[config.mk]
export PLATFORM = sky130hd
export DESIGN_NAME = mem_wb_stage
export DESIGN_NICKNAME = d
export VERILOG_FILES = /design/src/rtl/mem_wb_pkg.sv /design/src/rtl/mem_wb_stage_load_formatter.sv /design/src/rtl/mem_wb_stage.sv
export SDC_FILE = /design/constraint.sdc
export NUM_CORES = 1
export LEC_CHECK = 0
export ABC_CLOCK_PERIOD_IN_PS = 7400
export CAP_MARGIN = 20
export CORE_AREA = 2 2 124 126
export DETAILED_ROUTE_END_ITERATION = 16
export DIE_AREA = 0 0 126 128
export PLACE_DENSITY = 0.65
export SLEW_MARGIN = 10
export SYNTH_ARGS = -nofsm -noshare
export SYNTH_HDL_FRONTEND = slang
export SYNTH_SLANG_ARGS = --single-unit
[constraint.sdc]
create_clock -name clk_i -period 7.4 [get_ports clk_i]
set_input_delay 2.22 -clock clk_i [delete_from_list [all_inputs] [get_ports clk_i]]
set_output_delay 2.22 -clock clk_i [all_outputs]
set_load 0.01 [all_outputs]
[src/rtl/mem_wb_pkg.sv]
// mem_wb_pkg
//   Shared types and helpers for the memory/writeback stage:
//   - wb_sel_e     : writeback source select (ALU, MEM, PC+4, CSR)
//   - F3_*         : func3 encodings for load/store size and sign
//   - lsu_state_e  : load/store FSM states (IDLE, WAIT, DONE)
//   - access_size  : classifies func3 as byte / half / word
//   - byte_enables : byte-lane enables for a store/load
//   - store_lanes  : replicates store data across the byte lanes
//   Lane helpers are fixed at 32 bits.
package mem_wb_pkg;

  typedef enum logic [1:0] {
    WB_ALU = 2'b00,
    WB_MEM = 2'b01,
    WB_PC4 = 2'b10,
    WB_CSR = 2'b11
  } wb_sel_e;

  localparam logic [2:0] F3_B  = 3'b000;
  localparam logic [2:0] F3_H  = 3'b001;
  localparam logic [2:0] F3_W  = 3'b010;
  localparam logic [2:0] F3_BU = 3'b100;
  localparam logic [2:0] F3_HU = 3'b101;

  typedef enum logic [1:0] {
    IDLE = 2'd0,
    WAIT = 2'd1,
    DONE = 2'd2
  } lsu_state_e;

  localparam logic [1:0] SZ_BYTE = 2'd0;
  localparam logic [1:0] SZ_HALF = 2'd1;
  localparam logic [1:0] SZ_WORD = 2'd2;

  // Undefined func3 codes (011, 110, 111) fall into the word class.
  function automatic logic [1:0] access_size(input logic [2:0] f3);
    case (f3)
      F3_B, F3_BU: access_size = SZ_BYTE;
      F3_H, F3_HU: access_size = SZ_HALF;
      default:     access_size = SZ_WORD;
    endcase
  endfunction

  // Halfwords only look at a[1]; words ignore the low address bits.
  function automatic logic [3:0] byte_enables(input logic [2:0] f3, input logic [1:0] a);
    case (access_size(f3))
      SZ_BYTE: byte_enables = 4'b0001 << a;
      SZ_HALF: byte_enables = 4'b0011 << {a[1], 1'b0};
      default: byte_enables = 4'b1111;
    endcase
  endfunction

  // The bus picks the live lane with the byte enables, so the data is
  // simply copied into every lane it could land in.
  function automatic logic [31:0] store_lanes(input logic [2:0] f3, input logic [31:0] d);
    case (access_size(f3))
      SZ_BYTE: store_lanes = {4{d[7:0]}};
      SZ_HALF: store_lanes = {2{d[15:0]}};
      default: store_lanes = d;
    endcase
  endfunction

endpackage

[src/rtl/mem_wb_stage_load_formatter.sv]
// load_formatter
//   Combinational load-data alignment and extension.
//   Ports:
//     rdata   in  DW  raw word from the data bus
//     addr_lo in  2   low address bits selecting the byte/half lane
//     func3   in  3   access size/sign (LB/LH sign-extend, LBU/LHU zero-extend,
//                     LW and undefined codes pass the word through)
//     result  out DW  formatted load value
module load_formatter
  import mem_wb_pkg::*;
#(
  parameter int DW = 32
) (
  input  logic [DW-1:0] rdata,
  input  logic [1:0]    addr_lo,
  input  logic [2:0]    func3,
  output logic [DW-1:0] result
);

  logic [7:0]  byte_sel;
  logic [15:0] half_sel;

  // Pick the addressed lane first, then extend according to func3.
  always_comb begin
    case (addr_lo)
      2'd0:    byte_sel = rdata[7:0];
      2'd1:    byte_sel = rdata[15:8];
      2'd2:    byte_sel = rdata[23:16];
      default: byte_sel = rdata[31:24];
    endcase

    half_sel = addr_lo[1] ? rdata[31:16] : rdata[15:0];

    case (func3)
      F3_B:    result = {{(DW-8){byte_sel[7]}}, byte_sel};
      F3_BU:   result = {{(DW-8){1'b0}}, byte_sel};
      F3_H:    result = {{(DW-16){half_sel[15]}}, half_sel};
      F3_HU:   result = {{(DW-16){1'b0}}, half_sel};
      default: result = rdata;
    endcase
  end

endmodule

[src/rtl/mem_wb_stage.sv]
// mem_wb_stage
//   Memory/writeback pipeline stage. Runs loads and stores on a req/gnt/rvalid
//   data bus, formats load data, selects the writeback source and drives the
//   register-file write port. stall_o freezes the upstream pipeline registers
//   while an access is open, so the *_m inputs hold steady for its duration.
//   Optional feature macro: LSU_MISALIGN_TRAP_EN (misaligned accesses are
//   suppressed and reported on misalign_o / misalign_addr_o). Without it the
//   low address bits are truncated and the misalign outputs are tied 0.
//   Ports:
//     clk_i, rst_i                 clock, synchronous active-high reset
//     alu_out_m, write_data_m      address/ALU result and store data
//     rd_m, pc_plus_4_m            destination register, link value
//     reg_write_m, wb_sel_m        writeback enable and source select
//     mem_write_m, func3_m         store flag, access size/sign
//     csr_rdata_i                  CSR read data for wb_sel 11
//     dbus_*                       data bus request / response
//     rf_we_o, rf_waddr_o, rf_wdata_o   register-file write port
//     stall_o                      upstream freeze
//     misalign_o, misalign_addr_o  misaligned-access report
module mem_wb_stage
  import mem_wb_pkg::*;
#(
  parameter int DW   = 32,
  parameter int REGW = $clog2(DW)
) (
  input  logic            clk_i,
  input  logic            rst_i,
  input  logic [DW-1:0]   alu_out_m,
  input  logic [DW-1:0]   write_data_m,
  input  logic [REGW-1:0] rd_m,
  input  logic [DW-1:0]   pc_plus_4_m,
  input  logic            reg_write_m,
  input  logic [1:0]      wb_sel_m,
  input  logic            mem_write_m,
  input  logic [2:0]      func3_m,
  input  logic [DW-1:0]   csr_rdata_i,
  output logic            dbus_req_o,
  output logic            dbus_we_o,
  output logic [DW-1:0]   dbus_addr_o,
  output logic [3:0]      dbus_be_o,
  output logic [DW-1:0]   dbus_wdata_o,
  input  logic            dbus_gnt_i,
  input  logic            dbus_rvalid_i,
  input  logic [DW-1:0]   dbus_rdata_i,
  output logic            rf_we_o,
  output logic [REGW-1:0] rf_waddr_o,
  output logic [DW-1:0]   rf_wdata_o,
  output logic            stall_o,
  output logic            misalign_o,
  output logic [DW-1:0]   misalign_addr_o
);

  lsu_state_e    state_q, state_d;
  logic [DW-1:0] load_q;
  logic [DW-1:0] load_fmt;
  logic [DW-1:0] wb_mux;
  logic          is_load, is_store, mem_op;
  logic          misaligned, access_ok;
  logic          in_idle, in_wait, in_done;

  assign is_load  = reg_write_m && (wb_sel_m == WB_MEM);
  assign is_store = mem_write_m;
  assign mem_op   = is_load || is_store;

`ifdef LSU_MISALIGN_TRAP_EN
  // A misaligned access never reaches the bus; it is reported for one cycle
  // instead and the instruction retires without a register write.
  always_comb begin
    misaligned = 1'b0;
    if (mem_op) begin
      case (access_size(func3_m))
        SZ_BYTE: misaligned = 1'b0;
        SZ_HALF: misaligned = alu_out_m[0];
        default: misaligned = (alu_out_m[1:0] != 2'b00);
      endcase
    end
  end
`else
  assign misaligned = 1'b0;
`endif

  assign access_ok = mem_op && !misaligned;

  assign in_idle = (state_q == IDLE);
  assign in_wait = (state_q == WAIT);
  assign in_done = (state_q == DONE);

  load_formatter #(.DW(DW)) u_load_formatter (
    .rdata   (dbus_rdata_i),
    .addr_lo (alu_out_m[1:0]),
    .func3   (func3_m),
    .result  (load_fmt)
  );

  // Next-state logic. Stores finish once the bus grants; loads additionally
  // wait for rvalid. DONE always lasts exactly one cycle so the frozen
  // instruction can retire before the pipeline moves on.
  always_comb begin
    state_d = state_q;
    case (state_q)
      IDLE: if (access_ok && dbus_gnt_i) state_d = is_store ? DONE : WAIT;
      WAIT: if (dbus_rvalid_i) state_d = DONE;
      DONE: state_d = IDLE;
      default: state_d = IDLE;
    endcase
  end

  // State and captured load data. Reset abandons any open access, so a late
  // rvalid arriving afterwards lands in IDLE and is ignored.
  always_ff @(posedge clk_i) begin
    if (rst_i) begin
      state_q <= IDLE;
      load_q  <= '0;
    end else begin
      state_q <= state_d;
      if (in_wait && dbus_rvalid_i) load_q <= load_fmt;
    end
  end

  // Writeback source for single-cycle instructions.
  always_comb begin
    case (wb_sel_e'(wb_sel_m))
      WB_ALU:  wb_mux = alu_out_m;
      WB_MEM:  wb_mux = load_q;
      WB_PC4:  wb_mux = pc_plus_4_m;
      default: wb_mux = csr_rdata_i;
    endcase
  end

  // Output decode. Everything is forced low while reset is held.
  always_comb begin
    dbus_req_o      = 1'b0;
    dbus_we_o       = 1'b0;
    dbus_addr_o     = '0;
    dbus_be_o       = '0;
    dbus_wdata_o    = '0;
    rf_we_o         = 1'b0;
    rf_waddr_o      = '0;
    rf_wdata_o      = '0;
    stall_o         = 1'b0;
    misalign_o      = 1'b0;
    misalign_addr_o = '0;
    if (!rst_i) begin
      dbus_req_o   = in_idle && access_ok;
      dbus_we_o    = is_store;
      dbus_addr_o  = {alu_out_m[DW-1:2], 2'b00};
      dbus_be_o    = byte_enables(func3_m, alu_out_m[1:0]);
      dbus_wdata_o = store_lanes(func3_m, write_data_m);
      stall_o      = (in_idle && access_ok) || in_wait;
      rf_we_o      = ((in_idle && !mem_op && reg_write_m) || (in_done && is_load))
                     && (rd_m != '0);
      rf_waddr_o   = rd_m;
      rf_wdata_o   = in_done ? load_q : wb_mux;
      misalign_o   = in_idle && misaligned;
      if (misalign_o) misalign_addr_o = alu_out_m;
    end
  end

endmodule

### Word level (Yosys, flattened, before mapping)

Cells that the tools add are included.

* reductions and logical operators: 21
* mux-type cells: 22
* equality and inequality tests: 12
* shifts and indexed selects: 2

Operators by type and width (number)
* 32-bit 2-to-1 mux: 4
* 32-bit one-hot mux with 4 select lines: 1
* 32-bit one-hot mux with 3 select lines: 1
* 32-bit one-hot mux with 2 select lines: 1
* 8-bit one-hot mux with 3 select lines: 1
* 16-bit 2-to-1 mux: 1
* 2-bit by 1-bit equality test with 1-bit output, second input constant: 4
* 1-bit logical AND: 8
* 2-bit logical NOT: 4
* 2-bit 2-to-1 mux: 4
* 2-bit one-hot mux with 2 select lines: 2
* 4-bit one-hot mux with 2 select lines: 1
* 2-bit equality test, second input constant: 3
* 3-bit equality test, second input constant: 2
* 5-bit 2-to-1 mux: 1
* 5-bit nonzero test: 1
* 1-bit 2-to-1 mux: 4
* 4-bit 2-to-1 mux: 1
* 2-bit OR reduction: 2
* 1-bit by 2-bit left shift with 4-bit output, first input constant: 1
* 2-bit by 2-bit left shift with 4-bit output, first input constant: 1
* 3-bit by 1-bit equality test with 1-bit output, second input constant: 1
* 3-bit logical NOT: 1
* 1-bit logical OR: 3
* 4 further kinds: 4

* logic and storage cells: 59
* input bits: 176
* bits in registers: 34
* output and inout port bits: 142

### Depth between registers and ports, before layout

Gate-level depths: netlist (run 1).

* word-level depth: 9
* depth in mapped cells: 7
* mapped depth without buffers: 4

### Cells and area by module

From an unflattened synthesis (run 1), not the netlist that was laid out.

* cells, all modules: 613
* area total of the unflattened synthesis: 4496.8 um^2

Modules (own cells, without submodules)
* mem_wb_stage: area each 3527.1 um^2, seq. area each 680.7 um^2, cells each 480, instances 1
* load_formatter: area each 969.7 um^2, seq. area each 0.0 um^2, cells each 133, instances 1

### Least setup slack after synthesis (run 1)

No wires, ideal clock.

* kind: input to output
* from: input port wb_sel_m[1]
* to: output port rf_wdata_o[21]
* buffers on the path: 2
* stages on the path: 5
* slack: 1886 ps
* arrival time: 3294 ps
* required time: 5180 ps
* cells stage by stage: clkbuf_1 -> nor2_1 -> clkbuf_1 -> a22oi_1 -> o21ai_0

* longest elaborated chain between the ends: 4

Ends and longest elaborated chain
* from (decl): RTL line mem_wb_stage.sv:33 `input logic [1:0] wb_sel_m,`
* 2-bit equality test, or another cell as far along: RTL line mem_wb_stage.sv:122 `case (wb_sel_e'(wb_sel_m))`
* 32-bit one-hot mux with 3 select lines *: RTL line mem_wb_stage.sv:122
* 32-bit 2-to-1 mux *: RTL line mem_wb_stage.sv:153 `rf_wdata_o = in_done ? load_q : wb_mux;`
* 32-bit 2-to-1 mux *: RTL line mem_wb_stage.sv:143 `if (!rst_i) begin`
* to (decl): RTL line mem_wb_stage.sv:47 `output logic [DW-1:0] rf_wdata_o,`

Mark *: on every way between the ends. The rest lies on a longest branch, timed or not.

### Worst setup path after layout (run 1)

* from: input port wb_sel_m[1]
* to: output port rf_wdata_o[14]

The elaborated chain is that of the path after synthesis.

==> results of run 1 <==
stage by stage:
stage                     std cells  utilization
final                           994        0.460
after global routing            994        0.460
after CTS                       994        0.460
after detailed placement        988        0.450
after global placement          988        0.450
after floorplan                 587            -
final cells by class:
type                       instances  area (um^2)  area share
timing repair buffer             298         2930       0.429
multi-input combinational        464         2830       0.414
sequential                        34          681      0.0997
tap                              188          235      0.0344
clock buffer                       6          139      0.0203
inverter                           4         15.0     0.00220
how the worst min path moves through the flow:
stage	startpoint	end	slack, ns	cells past startpoint
floorplan	load_q[15]	load_q[15]	0.46	2
global placement	load_q[7]	load_q[7]	0.49	2
detailed placement	load_q[8]	load_q[8]	0.49	2
CTS	load_q[14]	load_q[14]	0.50	2
global route	load_q[11]	load_q[11]	0.52	2
finish	load_q[14]	load_q[14]	0.50	2
state kept, by name, summed over array words and instances, names as in the netlist:
name and cells:
load_q 32, state_q 2
kinds of logic after synthesis:
| family | synth area share |
|---|---|
| AOI/OAI and AO/OA | 0.277 |
| other | 0.000967 |
| buffers and inverters | 0.129 |
| muxes | 0.164 |
| DFF | 0.176 |
| and+or+nand+nor | 0.253 |
where the power goes:
part	switching [uW]	total [uW]	internal, uW
registers	1.35	186	185
logic	141	334	193
clock network	69.8	200	130
metal layers:
| metal | vias to the layer above | GRT usage | share of wire |
|---|---|---|---|
| met5 | - | 0 | 0.00076 |
| met4 | 2 | 0.0310 | 0.0061 |
| met3 | 8 | 0.0455 | 0.078 |
| met2 | 218 | 0.350 | 0.49 |
| met1 | 2196 | 0.249 | 0.43 |
| li1 | 2383 | - | - |
Yosys cell counts:
cell type and instances:
a211oi_1 8, a21oi_1 49, a22oi_1 32, a2bb2oi_1 7, a31oi_1 7, a31oi_4 2
and3_1 1, and3b_1 1, buf_1 2, buf_2 12, buf_4 36, buf_6 2
clkbuf_1 33, conb_1 1, dfxtp_1 34, inv_1 4, mux2_2 32, mux2i_1 23
mux4_2 2, nand2_1 73, nand2b_1 7, nand3b_1 10, nand4_1 2, nand4b_1 1
nor2_1 44, nor2b_1 48, nor3_1 3, nor3b_1 7, o211ai_1 1, o21ai_0 44
o21ai_1 5, o21bai_1 16, o221ai_1 1, or2_2 2, or4_1 1
worst reg2reg max path, stage by stage, from the launching register on:
cell,delay [ns]
dfxtp_1,0.48
nand3b_1,0.35
nor2_1,0.60
o221ai_1,0.24
a21oi_1,0.16
==> impl_metrics.csv, run 1 <==
group,metric,value,unit
timing,finalMaxSlewViolations,0,
cells_and_area,post-route-cell-area,0.00683,mm^2
timing,finalHoldViolCount,0,
synth,netlist.area_leader.share,0.176,
synth,synth_area_leaders,"dfxtp_1, mux2_2, nor2b_1",
global_routing,grt_pass1_wl,25400,um
timing,setup_viol,0,
detailed_routing,drtIter0Drc,307,
cells_and_area,final_cell_mix,"clkdlybuf4s50_1, nand2_1, nor2b_1, a21oi_1, o21ai_0",
synth,yosysTopAreaCell,"dfxtp_1",
global_routing,antenna_found_initial,1,
clock_network,htree_levels,2,
cells_and_area,layout.filler_cells,1513,
power,fin_total_pwr,720,uW
worst_setup_path,reg2reg_depth,4,
cells_and_area,antenna_cells,0,
timing,finClkSkew,0.00238,ns
worst_setup_path,worstReg2RegEnd,"load_q[15]",
synth,yosysSeqAreaShare,0.176,
worst_setup_path,worstSetupStartpointType,"input pin",
place,pre_cts_ws,0.799,ns
cells_and_area,syn2layout_area_growth,76.2,%
worst_setup_path,max_stage_delay,0.60,ns
timing,maxSlewHeadroom,0.498,
global_routing,grt_pass1_vias,4475,
timing,worst_slack,0.831,ns
synth,avgSynthCellArea,7.01,um^2
synth,syn_inst,553,
timing,max_freq,0.152,GHz
detailed_routing,drc,0,
power,powerDensity,105,mW/mm^2
worst_setup_path,cp-startpoint,"wb_sel_m[1]",
timing,min_period,6.57,ns
synth,synth_cell_types,35,
synth,netlist_area,0.00388,mm^2
clock_network,cts_tree,"done",
place,port_buffers,282,
floorplanning,initial_utilization,0.261,
worst_setup_path,path_depth,8,
detailed_routing,wl,17200,um
global_routing,grt_usage,0.198,
power,ir_worst_vdd,0.0661,mV
detailed_routing,via_per_inst,4.84,
floorplanning,core,0.0149,mm^2
floorplanning,die_w,126,um
worst_setup_path,path_class,"in2out",
worst_setup_path,crit_required,5.18,ns
clock_network,clk_pin_slew,0.05,ns
clock_network,clk_latency,0.27,ns
cells_and_area,nets,983,
clock_network,root_buffer,"clkbuf_16",
worst_setup_path,path_cells,"clkdlybuf4s50_1 -> buf_4 -> nand2b_1 -> a21oi_2 -> buf_4 -> nand2_1 -> o21ai_0 -> clkdlybuf4s50_1",
place,globalplace.congestion,0.807,
status,status,"finished, final reports clean",
clock_network,clock-sinks,34,
worst_setup_path,r2r_setup_slack,5.51,ns
floorplanning,io_pins,318,
detailed_routing,drtAntennaViolNets,0,
worst_setup_path,cp-end-kind,"output port",
clock_network,cts_hold_buf,0,
worst_setup_path,cp.arrival,4.35,ns
clock_network,cts_buffers,5,
timing,setup_tns,0,ns
clock_network,postCtsSetupBuffers,0,
cells_and_area,drive_gt1_frac,0.0806,
timing,rsz0062_at_grt,"no",
worst_setup_path,critPathCapture,"rf_wdata_o[14]",
place,detailed_place_hpwl,13700,um
place,place_area,0.00669,mm^2
detailed_routing,dr_total_vias,4807,
clock_network,cts_resized,0,
worst_setup_path,crit_slowest_cell,"clkdlybuf4s50_1",
clock_network,clockBufferDepth,2,
global_routing,grt_max_degree,65,
floorplanning,rows,45,
power,p_leak,0.00261,uW
synth,yosysWarningCount,0,
cells_and_area,mostFrequentLayoutCell,"clkdlybuf4s50_1",
worst_setup_path,cp_top_family,"buffers and inverters",
timing,worstMarginPinSlew,0.753,ns
floorplanning,dieArea,0.0161,mm^2
timing,fin_crit_sh,0.888,
worst_setup_path,crit_buf_inv,4,
job,drv_cap,0,
floorplanning,die_h,128,um
global_routing,gr-total-overflow,0,
min_path,min-delay-path-class,"reg2reg",
worst_setup_path,crit_fanout,19,
timing,hold_ws,0.502,ns
detailed_routing,wl_per_cell,17.3,um
synth,synth-seq-cells,34,
worst_setup_path,rr_startpoint,"state_q[0]",
detailed_routing,drt_pre_antenna_iters,5,
Power figures use the tool's default switching activity.
==> run 2: changes to the inputs <==
- PLACE_DENSITY: 0.65 -> 0.67
==> run 2 against run 1 <==
Cell count did not move. Die area unchanged. Worst setup slack improved by 0.025 ns. Clock skew is essentially flat. Register-to-register slack gained 0.10 ns. Global-route usage fell by 0.33 points. First-iteration DRC count down 21%. Clock power grew 5%. Critical path depth fell by 1. Non-clock buffer count shrank 2. Via count rose by 0.48%. Critical endpoint is now rf_wdata_o[28].
==> impl_metrics.csv, run 2 (same netlist as run 1, synthesis figures left out) <==
group,metric,value,unit
worst_setup_path,crit_required,5.18,ns
cells_and_area,syn2layout_area_growth,76.5,%
floorplanning,initial_utilization,0.261,
power,switching_share,0.298,
timing,rsz0062_at_grt,"no",
floorplanning,core,0.0149,mm^2
cells_and_area,regMostFlops,"load_q",
floorplanning,dieArea,0.0161,mm^2
power,seqPwrFrac,0.255,
floorplanning,io_pins,318,
detailed_routing,drtIter0Drc,244,
cells_and_area,final_cell_mix,"clkdlybuf4s50_1, nand2_1, nor2b_1, a21oi_1, o21ai_0",
min_path,min-delay-path-class,"reg2reg",
global_routing,grt_pass1_wl,25100,um
place,globalplace.congestion,0.837,
timing,fin_crit_sh,0.884,
worst_setup_path,cp.arrival,4.32,ns
power,clock_power_share,0.286,
clock_network,cts_resized,0,
clock_network,clockBufferDepth,2,
detailed_routing,drtAntennaViolNets,0,
worst_setup_path,path_class,"in2out",
job,drv_cap,0,
worst_setup_path,r2r_setup_slack,5.61,ns
place,place_area,0.00669,mm^2
global_routing,gr-total-overflow,0,
floorplanning,die_h,128,um
cells_and_area,post-route-cell-area,0.00684,mm^2
cells_and_area,antenna_cells,0,
timing,finalHoldViolCount,0,
timing,setup_tns,0,ns
timing,maxSlewHeadroom,0.462,
global_routing,grt_pass1_vias,4591,
place,detailed_place_hpwl,13500,um
status,status,"finished, final reports clean",
power,p_leak,0.00261,uW
worst_setup_path,cp-end-kind,"output port",
power,p_int,511,uW
power,powerDensity,107,mW/mm^2
power,ir_worst_vdd,0.0708,mV
worst_setup_path,reg2reg_depth,4,
cells_and_area,layout.filler_cells,1521,
detailed_routing,drt_pre_antenna_iters,5,
worst_setup_path,crit_fanout,21,
global_routing,grt_usage,0.194,
timing,finClkSkew,0.00203,ns
power,p_sw,217,uW
clock_network,cts_buffers,5,
global_routing,antenna_found_initial,0,
detailed_routing,dr_total_vias,4830,
timing,min_period,6.54,ns
worst_setup_path,worstSetupStartpointType,"input pin",
floorplanning,die_w,126,um
clock_network,clock-sinks,34,
cells_and_area,largest_register_ffs,32,
timing,finalMaxSlewViolations,0,
clock_network,clk_pin_slew,0.05,ns
timing,setup_viol,0,
clock_network,htree_levels,2,
worst_setup_path,cp-startpoint,"wb_sel_m[1]",
worst_setup_path,rr_startpoint,"state_q[0]",
timing,worstMarginPinSlew,0.807,ns
worst_setup_path,worstReg2RegEnd,"load_q[15]",
place,port_buffers,282,
detailed_routing,drc,0,
detailed_routing,wl,17000,um
cells_and_area,nets,981,
power,fin_total_pwr,729,uW
clock_network,cts_hold_buf,0,
worst_setup_path,critPathCapture,"rf_wdata_o[28]",
clock_network,postCtsSetupBuffers,0,
global_routing,grt_max_degree,63,
power,comb_power_share,0.458,
clock_network,cts_tree,"done",
floorplanning,rows,45,
detailed_routing,wl_per_cell,17.1,um
timing,max_freq,0.153,GHz
cells_and_area,reg.largest.list,"load_q (32), state_q (2)",
cells_and_area,mostFrequentLayoutCell,"clkdlybuf4s50_1",
clock_network,root_buffer,"clkbuf_16",
detailed_routing,via_per_inst,4.86,
clock_network,clk_latency,0.27,ns
cells_and_area,drive_gt1_frac,0.0806,
-- run 2: worst min-delay path by stage --
| stage | start | to | slack (ns) | cells after the start |
|---|---|---|---|---|
| 3_3_place_gp | load_q[11] | load_q[11] | 0.49 | 2 |
| 2_1_floorplan | load_q[15] | load_q[15] | 0.46 | 2 |
| 4_1_cts | load_q[13] | load_q[13] | 0.51 | 2 |
| 6_report | load_q[13] | load_q[13] | 0.51 | 2 |
| 3_5_place_dp | load_q[13] | load_q[13] | 0.50 | 2 |
| 5_1_grt | load_q[13] | load_q[13] | 0.53 | 2 |
-- run 2: per-stage QoR --
| stage | hold slack, ns | setup slack (ns) | util | instances |
|---|---|---|---|---|
| 4_1_cts | 0.509 | 0.849 | 0.460 | 994 |
| 3_3_place_gp | 0.493 | 0.885 | 0.450 | 986 |
| 5_1_grt | 0.525 | 0.712 | 0.460 | 994 |
| 3_5_place_dp | 0.502 | 0.836 | 0.450 | 986 |
| 6_report | 0.508 | 0.856 | 0.460 | 994 |
| 2_1_floorplan | 0.464 | 1.89 | - | 587 |
-- run 2: layer usage --
metal / track usage / vias to the layer above / share of wire
met1: 0.249 / 2205 / 0.43
met5: 0 / - / 0
met2: 0.338 / 230 / 0.49
met4: 0.0414 / 0 / 0.013
met3: 0.0392 / 13 / 0.074
li1: - / 2382 / -
-- run 2: cell type report --
type                    count  area [um^2]  share of cell area
repair buffers            296         2930               0.428
multi-input cells         464         2830               0.414
flip-flops and latches     34          681              0.0995
well taps                 188          235              0.0344
clock buffers               6          139              0.0203
inverters                   4         15.0             0.00219
clock inverters             2         12.5             0.00183
-- run 2: power by group through the flow --
stage          Clock, uW  Combinational [uW]  Sequential [uW]
2_1_floorplan          0                 151              190
3_3_place_gp           0                 334              190
3_5_place_dp           0                 335              190
4_1_cts              211                 336              186
5_1_grt              220                 359              186
6_report             209                 334              186
-- run 2: worst max-delay path: stages --
cell and delay, ns:
clkdlybuf4s50_1 0.41, buf_4 0.18, nor2_2 0.42, buf_12 0.23, a22oi_1 0.10, o21ai_0 0.18
clkdlybuf4s50_1 0.57
==> run 3: changes to the inputs <==
- CTS_CLUSTER_DIAMETER: not set -> 100
==> results of run 3 <==
The final DEF is identical to that of run 2; final timing and power are the same.
